<file path="src/rtl/fire_seq_pkg.sv">
`default_nettype none
// ============================================================================
// Module   : fire_seq_pkg
// Brief    : Shared geometry, widths and types for the fire expand sequencers.
// Revision : 1.0
// ============================================================================
package fire_seq_pkg;

  localparam int W_IN       = 8;
  localparam int CHIN       = 112;
  localparam int KERNEL_DIM = 3;
  localparam int STRIDE     = 1;
  localparam int PAD        = 1;
  localparam int MEM_LAT    = 1;
  localparam int W_OUT      = (W_IN + 2*PAD - KERNEL_DIM)/STRIDE + 1;

  localparam int IFM_AW = $clog2(W_IN*W_IN*CHIN);
  localparam int WGT_AW = $clog2(CHIN*KERNEL_DIM*KERNEL_DIM);
  localparam int PIX_AW = $clog2(W_OUT*W_OUT);
  localparam int OXY_W  = (W_OUT > 1) ? $clog2(W_OUT) : 1;
  localparam int KC_W   = (KERNEL_DIM > 1) ? $clog2(KERNEL_DIM) : 1;
  localparam int CH_W   = (CHIN > 1) ? $clog2(CHIN) : 1;
  localparam int DRN_W  = (MEM_LAT > 1) ? $clog2(MEM_LAT) : 1;

  typedef enum logic [2:0] {
    IDLE  = 3'd0,
    RUN   = 3'd1,
    DRAIN = 3'd2,
    OUT   = 3'd3,
    DONE  = 3'd4
  } state_t;

  typedef logic signed [15:0] coord_t;

  function automatic logic in_bounds(input coord_t v);
    return (v >= 16'sd0) && (v < coord_t'(W_IN));
  endfunction

endpackage
`default_nettype wire

</file>
<file path="src/rtl/fire_ex3_seq_if.sv">
`default_nettype none
// ============================================================================
// Module   : fire_ex3_seq_if
// Brief    : Control, memory-address and output handshake bundle of the
//            3x3 sequencer. FIRE_SEQ_PERF_EN adds the performance counters.
// Revision : 1.0
// ============================================================================
interface fire_ex3_seq_if;
  import fire_seq_pkg::*;

  logic              start;
  logic              busy;
  logic              done;
  logic [IFM_AW-1:0] ifm_addr;
  logic              ifm_rd_en;
  logic [WGT_AW-1:0] wgt_addr;
  logic              pad_zero;
  logic              mac_en;
  logic              mac_first;
  logic              ofm_valid;
  logic              ofm_ready;
  logic [PIX_AW-1:0] ofm_pix;
`ifdef FIRE_SEQ_PERF_EN
  logic [31:0]       perf_cycles;
  logic [31:0]       perf_stall;

  modport master (
    output start, ofm_ready,
    input  busy, done, ifm_addr, ifm_rd_en, wgt_addr, pad_zero,
    input  mac_en, mac_first, ofm_valid, ofm_pix, perf_cycles, perf_stall
  );
  modport slave (
    input  start, ofm_ready,
    output busy, done, ifm_addr, ifm_rd_en, wgt_addr, pad_zero,
    output mac_en, mac_first, ofm_valid, ofm_pix, perf_cycles, perf_stall
  );
`else
  modport master (
    output start, ofm_ready,
    input  busy, done, ifm_addr, ifm_rd_en, wgt_addr, pad_zero,
    input  mac_en, mac_first, ofm_valid, ofm_pix
  );
  modport slave (
    input  start, ofm_ready,
    output busy, done, ifm_addr, ifm_rd_en, wgt_addr, pad_zero,
    output mac_en, mac_first, ofm_valid, ofm_pix
  );
`endif

endinterface
`default_nettype wire

</file>
<file path="src/rtl/fire_tap_counter.sv">
`default_nettype none
// ============================================================================
// Module   : fire_tap_counter
// Brief    : Nested kx / ky / channel counter (kx fastest); wraps to zero
//            after the last tap so each pixel restarts at tap 0.
// Revision : 1.0
// ============================================================================
module fire_tap_counter #(
  parameter int K  = 3,
  parameter int CH = 112,
  parameter int KW = (K > 1) ? $clog2(K) : 1,
  parameter int CW = (CH > 1) ? $clog2(CH) : 1
) (
  input  logic          clk,
  input  logic          rst,
  input  logic          i_advance,
  output logic [KW-1:0] o_kx,
  output logic [KW-1:0] o_ky,
  output logic [CW-1:0] o_c,
  output logic          o_first_tap,
  output logic          o_last_tap
);

  logic [KW-1:0] r_kx;
  logic [KW-1:0] r_ky;
  logic [CW-1:0] r_c;
  logic          w_kx_wrap;
  logic          w_ky_wrap;
  logic          w_c_wrap;

  assign w_kx_wrap = (r_kx == KW'(K-1));
  assign w_ky_wrap = (r_ky == KW'(K-1));
  assign w_c_wrap  = (r_c  == CW'(CH-1));

  always_ff @(posedge clk) begin
    if (rst) begin
      r_kx <= '0;
      r_ky <= '0;
      r_c  <= '0;
    end else if (i_advance) begin
      r_kx <= w_kx_wrap ? '0 : r_kx + 1'b1;
      if (w_kx_wrap) begin
        r_ky <= w_ky_wrap ? '0 : r_ky + 1'b1;
        if (w_ky_wrap) begin
          r_c <= w_c_wrap ? '0 : r_c + 1'b1;
        end
      end
    end
  end

  assign o_kx        = r_kx;
  assign o_ky        = r_ky;
  assign o_c         = r_c;
  assign o_first_tap = (r_kx == '0) && (r_ky == '0) && (r_c == '0);
  assign o_last_tap  = w_kx_wrap && w_ky_wrap && w_c_wrap;

endmodule
`default_nettype wire

</file>
<file path="src/rtl/fire_ex3_seq.sv">
`default_nettype none
// ============================================================================
// Module   : fire_ex3_seq
// Brief    : Stallable sequencer for the fire expand 3x3 MAC array: issues
//            IFM/weight reads per tap and hands finished pixels downstream.
// Options  : FIRE_SEQ_PERF_EN adds perf_cycles / perf_stall counters.
// Revision : 1.0
// ============================================================================
module fire_ex3_seq
  import fire_seq_pkg::*;
(
  input  logic               clk,
  input  logic               rst,
  fire_ex3_seq_if.slave      bus
);

  state_t             r_state;
  state_t             w_state_nxt;
  logic [OXY_W-1:0]   r_ox;
  logic [OXY_W-1:0]   r_oy;
  logic [DRN_W-1:0]   r_drain;
  logic [MEM_LAT-1:0] r_en_pipe;
  logic [MEM_LAT-1:0] r_pad_pipe;
  logic [MEM_LAT-1:0] r_first_pipe;

  logic [KC_W-1:0]    w_kx;
  logic [KC_W-1:0]    w_ky;
  logic [CH_W-1:0]    w_c;
  logic               w_first_tap;
  logic               w_last_tap;
  logic               w_issue;
  logic               w_pix_adv;
  logic               w_last_pix;
  logic               w_inb;
  logic               w_rd;
  logic               w_busy;
  coord_t             w_iy;
  coord_t             w_ix;

  fire_tap_counter #(
    .K  (KERNEL_DIM),
    .CH (CHIN),
    .KW (KC_W),
    .CW (CH_W)
  ) u_taps (
    .clk         (clk),
    .rst         (rst),
    .i_advance   (w_issue),
    .o_kx        (w_kx),
    .o_ky        (w_ky),
    .o_c         (w_c),
    .o_first_tap (w_first_tap),
    .o_last_tap  (w_last_tap)
  );

  assign w_last_pix = (r_ox == OXY_W'(W_OUT-1)) && (r_oy == OXY_W'(W_OUT-1));

  always_ff @(posedge clk) begin
    if (rst) begin
      r_state <= IDLE;
      r_ox    <= '0;
      r_oy    <= '0;
      r_drain <= '0;
    end else begin
      r_state <= w_state_nxt;
      r_drain <= (r_state == DRAIN) ? r_drain + 1'b1 : '0;
      if (w_pix_adv) begin
        if (r_ox == OXY_W'(W_OUT-1)) begin
          r_ox <= '0;
          r_oy <= (r_oy == OXY_W'(W_OUT-1)) ? '0 : r_oy + 1'b1;
        end else begin
          r_ox <= r_ox + 1'b1;
        end
      end
    end
  end

  // Issue only in RUN, so nothing can touch the accumulator while OUT waits.
  always_comb begin
    w_state_nxt = r_state;
    w_issue     = 1'b0;
    w_pix_adv   = 1'b0;
    case (r_state)
      IDLE:  if (bus.start) w_state_nxt = RUN;
      RUN: begin
        w_issue = 1'b1;
        if (w_last_tap) w_state_nxt = DRAIN;
      end
      DRAIN: if (r_drain == DRN_W'(MEM_LAT-1)) w_state_nxt = OUT;
      OUT: begin
        if (bus.ofm_ready) begin
          w_pix_adv   = 1'b1;
          w_state_nxt = w_last_pix ? DONE : RUN;
        end
      end
      DONE:    w_state_nxt = IDLE;
      default: w_state_nxt = IDLE;
    endcase
  end

  assign w_iy  = coord_t'(int'(r_oy)*STRIDE + int'(w_ky) - PAD);
  assign w_ix  = coord_t'(int'(r_ox)*STRIDE + int'(w_kx) - PAD);
  assign w_inb = in_bounds(w_iy) && in_bounds(w_ix);
  assign w_rd  = w_issue && w_inb;

  // MAC-side strobes follow the read data through the memory latency.
  always_ff @(posedge clk) begin
    if (rst) begin
      r_en_pipe    <= '0;
      r_pad_pipe   <= '0;
      r_first_pipe <= '0;
    end else begin
      r_en_pipe[0]    <= w_issue;
      r_pad_pipe[0]   <= w_issue && !w_inb;
      r_first_pipe[0] <= w_issue && w_first_tap;
      for (int i = 1; i < MEM_LAT; i++) begin
        r_en_pipe[i]    <= r_en_pipe[i-1];
        r_pad_pipe[i]   <= r_pad_pipe[i-1];
        r_first_pipe[i] <= r_first_pipe[i-1];
      end
    end
  end

  assign w_busy        = (r_state == RUN) || (r_state == DRAIN) || (r_state == OUT);
  assign bus.busy      = w_busy;
  assign bus.done      = (r_state == DONE);
  assign bus.ofm_valid = (r_state == OUT);
  assign bus.ofm_pix   = PIX_AW'(int'(r_oy)*W_OUT + int'(r_ox));
  assign bus.ifm_rd_en = w_rd;
  assign bus.ifm_addr  = w_rd ? IFM_AW'((int'(w_c)*W_IN + int'(w_iy))*W_IN + int'(w_ix)) : '0;
  assign bus.wgt_addr  = WGT_AW'(int'(w_c)*KERNEL_DIM*KERNEL_DIM + int'(w_ky)*KERNEL_DIM + int'(w_kx));
  assign bus.pad_zero  = r_pad_pipe[MEM_LAT-1];
  assign bus.mac_en    = r_en_pipe[MEM_LAT-1];
  assign bus.mac_first = r_first_pipe[MEM_LAT-1];

`ifdef FIRE_SEQ_PERF_EN
  logic [31:0] r_perf_cycles;
  logic [31:0] r_perf_stall;

  always_ff @(posedge clk) begin
    if (rst || (r_state == IDLE && bus.start)) begin
      r_perf_cycles <= '0;
      r_perf_stall  <= '0;
    end else begin
      if (w_busy && (r_perf_cycles != '1)) r_perf_cycles <= r_perf_cycles + 32'd1;
      if ((r_state == OUT) && !bus.ofm_ready && (r_perf_stall != '1))
        r_perf_stall <= r_perf_stall + 32'd1;
    end
  end

  assign bus.perf_cycles = r_perf_cycles;
  assign bus.perf_stall  = r_perf_stall;
`endif

endmodule
`default_nettype wire

</file>
<file path="src/flat_wrapper.sv">
// flat-port wrapper written by rule: the top's interface ports become plain ports
module fire_ex3_seq_flat import fire_seq_pkg::*;
  (clk, rst, bus_start, bus_ofm_ready, bus_busy, bus_done, bus_ifm_addr, bus_ifm_rd_en, bus_wgt_addr, bus_pad_zero, bus_mac_en, bus_mac_first, bus_ofm_valid, bus_ofm_pix);
  fire_ex3_seq_if bus_i ();
  input  logic clk;
  input  logic rst;
  input wire logic [$bits(bus_i.start)-1:0] bus_start;
  input wire logic [$bits(bus_i.ofm_ready)-1:0] bus_ofm_ready;
  output wire logic [$bits(bus_i.busy)-1:0] bus_busy;
  output wire logic [$bits(bus_i.done)-1:0] bus_done;
  output wire logic [$bits(bus_i.ifm_addr)-1:0] bus_ifm_addr;
  output wire logic [$bits(bus_i.ifm_rd_en)-1:0] bus_ifm_rd_en;
  output wire logic [$bits(bus_i.wgt_addr)-1:0] bus_wgt_addr;
  output wire logic [$bits(bus_i.pad_zero)-1:0] bus_pad_zero;
  output wire logic [$bits(bus_i.mac_en)-1:0] bus_mac_en;
  output wire logic [$bits(bus_i.mac_first)-1:0] bus_mac_first;
  output wire logic [$bits(bus_i.ofm_valid)-1:0] bus_ofm_valid;
  output wire logic [$bits(bus_i.ofm_pix)-1:0] bus_ofm_pix;
  assign bus_i.start = bus_start;
  assign bus_i.ofm_ready = bus_ofm_ready;
  assign bus_busy = bus_i.busy;
  assign bus_done = bus_i.done;
  assign bus_ifm_addr = bus_i.ifm_addr;
  assign bus_ifm_rd_en = bus_i.ifm_rd_en;
  assign bus_wgt_addr = bus_i.wgt_addr;
  assign bus_pad_zero = bus_i.pad_zero;
  assign bus_mac_en = bus_i.mac_en;
  assign bus_mac_first = bus_i.mac_first;
  assign bus_ofm_valid = bus_i.ofm_valid;
  assign bus_ofm_pix = bus_i.ofm_pix;
  fire_ex3_seq u_core (.clk(clk), .rst(rst), .bus(bus_i));
endmodule
</file>
<file path="config.mk">
export PLATFORM = sky130hd
export DESIGN_NAME = fire_ex3_seq_flat
export DESIGN_NICKNAME = d
export VERILOG_FILES = /design/src/rtl/fire_seq_pkg.sv /design/src/rtl/fire_ex3_seq_if.sv /design/src/rtl/fire_tap_counter.sv /design/src/rtl/fire_ex3_seq.sv /design/src/flat_wrapper.sv
export SDC_FILE = /design/constraint.sdc
export NUM_CORES = 1
export LEC_CHECK = 0
export ABC_CLOCK_PERIOD_IN_PS = 10200
export BUFFER_PORTS_ARGS = -buffer_cell sky130_fd_sc_hd__buf_2
export CORE_MARGIN = 3
export CORE_UTILIZATION = 35
export CTS_CLUSTER_SIZE = 40
export DETAILED_ROUTE_END_ITERATION = 7
export GPL_ROUTABILITY_DRIVEN = 0
export GPL_TIMING_DRIVEN = 1
export SYNTH_ARGS = -nofsm -noshare
export SYNTH_HDL_FRONTEND = slang
export SYNTH_SLANG_ARGS = --single-unit
</file>
<file path="constraint.sdc">
create_clock -name clk -period 10.2 [get_ports clk]
set_input_delay 1.02 -clock clk [delete_from_list [all_inputs] [get_ports clk]]
set_output_delay 1.02 -clock clk [all_outputs]
set_load 0.02 [all_outputs]
</file>
==> summary.txt <==
Clock Pin Slew Worst Setup and Hold Paths -> 90 ps
Synth Instances -> 380
Post-route ant nets -> 0
Worst endpoint required time -> 9180 ps
Fin. Hold Viols -> 0
R2r setup slk -> 7850 ps
Post-CTS setup repair buffer count -> 0
Startpoint Class -> register
Vias in the first global route -> 2315
Non-filler cells, final -> 522
Overflow after GRT -> 0
Commonest non-fill, non-tap cell in the layout -> ha_1
Register area -> 480.5 um2
Total length of routed wires -> 5.965 mm
Highest clock rate -> 0.1832 GHz
Synth Flop Type -> dfxtp_1
Post-synthesis sequential area ratio -> 15.21%
Final Critical Period -> 5458 ps
CTS Hold Bufs -> 0
Leakage -> 1.790 nW
Hold Worst Slack -> 505.1 ps
Layout net count -> 493
DRC viols -> 0
Pin count of the biggest net entering global routing -> 20
RSZ-0062 raised after global routing -> false
Number of buffers created by CTS -> 3
CTS tree -> done
CP max stage delay -> 470 ps
Final Cycle Share -> 53.51%
Max Cap Violations -> 0
Core outline area -> 8763 um2
Final core utilization -> 40.02%
Drt pass-1 iters -> 4
Filler cell count -> 908
Asr flop ratio synth -> 0%
Multi-input gate area -> 2436 um2
Area grow syn2layout -> 11.05%
Status -> completed
Yosys warns -> 0
Die Ht -> 101.0 um
CP Buf/Inv Count -> 4
Post-synth cell types -> 56
Worst-path maximum fanout -> 6
Later-pin clock latency in the skew report -> 260 ps
I/O pin count -> 40
Tot GR Track Use -> 11.59%
Critical-path cell list -> inv_1, ha_1, inv_1, ha_1, inv_1, fa_1, xor2_1, ha_1, o21ai_0, o21ai_2, a31oi_1, a2bb2oi_1, xnor2_1, ha_1, a2111o_1, a21oi_1, nand2b_1, xnor2_1, nor2_1, buf_2
Die X -> 101.0 um
Kind of cell adding the most delay to the critical path -> compound AO/OA/AOI/OAI gates
Worst slew pin tran -> 939.4 ps
Most common cell on crit path -> ha_1
Post-cts sizing count -> 0
Longest Clk Path Bufs -> 2
Clock Sinks -> 24
Critical Path Sink Type -> output port
Crit-path slowest cell -> dfxtp_1
Final worst setup slack -> 4742 ps
Setup TNS -> 0 ps
Synth Register Bits -> 24
Syn Nets -> 458
Root Driver -> clkbuf_8
Arr. time, crit path -> 4440 ps
Ant. Diodes -> 0
First-pass GRT wire length -> 10.20 mm
Hpwl dp -> 5.036 mm
DRT iter0 DRCs -> 72
Hold WC Path Type -> register to register
Final Setup Violations -> 0
Mean Syn Cell Area -> 8.311 um2
Setup CP Type -> register to output port
Num rows -> 34
Setup Skew -> 4.145 ps
Finished Cell Area -> 3507 um2
Initial Util -> 36.04%
Max VDD drop -> 0.04872 mV
Via count -> 2535
Die area -> 10200 um2
Slew Limit Fails -> 0
Vias/cell -> 4.856
EDFF count, synth -> 0
Number of I/O port buffers -> 39
Power Density -> 124.7 nW/um2
Overall power -> 0.4373 mW
Inst Count DP -> 518
Commonest non-fill, non-tap cells in the layout -> ha_1, inv_1, nor2_1
Avg WL per Cell -> 11.43 um
Antenna violations before repair -> 0
Mapped cell area -> 3158 um2
Layout cells sized above 1 -> 14.49%
Placed cell area -> 3436 um2
Worst slew margin -> 37.24%
Pre-CTS WS -> 5008 ps
Htree depth -> 1
layer usage:
metal / track usage [%] / part of all wire, % / vias to the layer above
met2: 19.04 / 46 / 26
met5: 0 / 0 / -
li1: - / - / 1374
met1: 17.21 / 52 / 1133
met4: 1.534 / 0.40 / 0
met3: 0.4844 / 1.9 / 2
power by group:
| group | leakage, nW | switching (mW) | internal [mW] |
|---|---|---|---|
| clock network | 0.0357 | 0.0293 | 0.0524 |
| registers | 0.194 | 0.0134 | 0.104 |
| logic | 1.56 | 0.141 | 0.0970 |
| total | 1.79 | 0.184 | 0.253 |
worst reg2reg max path, stage by stage, from the launching register on:
cell and delay, ps:
dfxtp_1 470, inv_1 170, ha_1 210, inv_1 50
ha_1 150, inv_1 60, fa_1 390, xor2_1 180
nor4_2 440, nor3_1 90
flip-flops by register name (all words and copies together), names as in the netlist:
signal,count
u_core.r_ox,3
u_core.u_taps.o_kx,2
u_core.r_state,3
u_core.r_drain,1
u_core.u_taps.o_ky,2
u_core.bus.mac_en,1
u_core.u_taps.o_c,7
u_core.r_oy,3
u_core.bus.mac_first,1
u_core.bus.pad_zero,1
final timing paths:
path                               from             endpoint  cells past startpoint
setup / recovery  u_core.u_taps.o_ky[0]     bus_ifm_addr[12]                     20
hold / removal           u_core.r_drain       u_core.r_drain                      2
setup reg to reg  u_core.u_taps.o_ky[0]  u_core.bus.pad_zero                      9
hold reg to reg          u_core.r_drain       u_core.r_drain                      2
cell usage after synthesis (all sizes together) (2+ instances only):
master | instances | area (um2)
ha | 66 | 825.8
inv | 49 | 188.9
nor2 | 41 | 170.2
a21oi | 26 | 137.6
dfxtp | 24 | 480.5
xnor2 | 24 | 210.2
nand2 | 16 | 60.06
o21ai | 13 | 68.81
xor2 | 11 | 96.34
nor3 | 10 | 60.06
a21o | 8 | 60.06
fa | 8 | 160.2
nand3 | 8 | 40.04
a211oi | 5 | 37.54
buf | 5 | 37.53
mux2i | 5 | 50.05
nand2b | 5 | 31.28
clkbuf | 4 | 15.01
nor2b | 4 | 25.02
nor3b | 4 | 40.03
nor4 | 4 | 31.28
a31oi | 3 | 33.78
and4 | 3 | 26.28
nand4 | 3 | 18.77
o21a | 3 | 22.52
o21bai | 3 | 22.52
or3 | 3 | 23.77
a21boi | 2 | 18.77
a311oi | 2 | 17.52
and2 | 2 | 12.51
and3 | 2 | 12.51
nand3b | 2 | 15.01
o211ai | 2 | 20.02
or3b | 2 | 20.02
area by class of cell:
| cell class | count | area share [%] |
|---|---|---|
| clock buffers | 3 | 1.177 |
| clock inverters | 1 | 0.8562 |
| inverters | 49 | 5.387 |
| multi-input cells | 298 | 69.46 |
| flip-flops and latches | 24 | 13.70 |
| well taps | 108 | 3.853 |
| repair buffers | 39 | 5.565 |
logic make-up after synthesis:
logic type,count (synthesis),synth area share [%]
adders and majority gates,74,31.22
muxes,5,1.585
DFF,24,15.21
buffers and inverters,58,7.646
and+or+nand+nor,112,19.33
AOI/OAI and AO/OA,72,15.29
xor gates and xnor gates,35,9.707
Note: power is estimated with default switching activity, not from simulation.
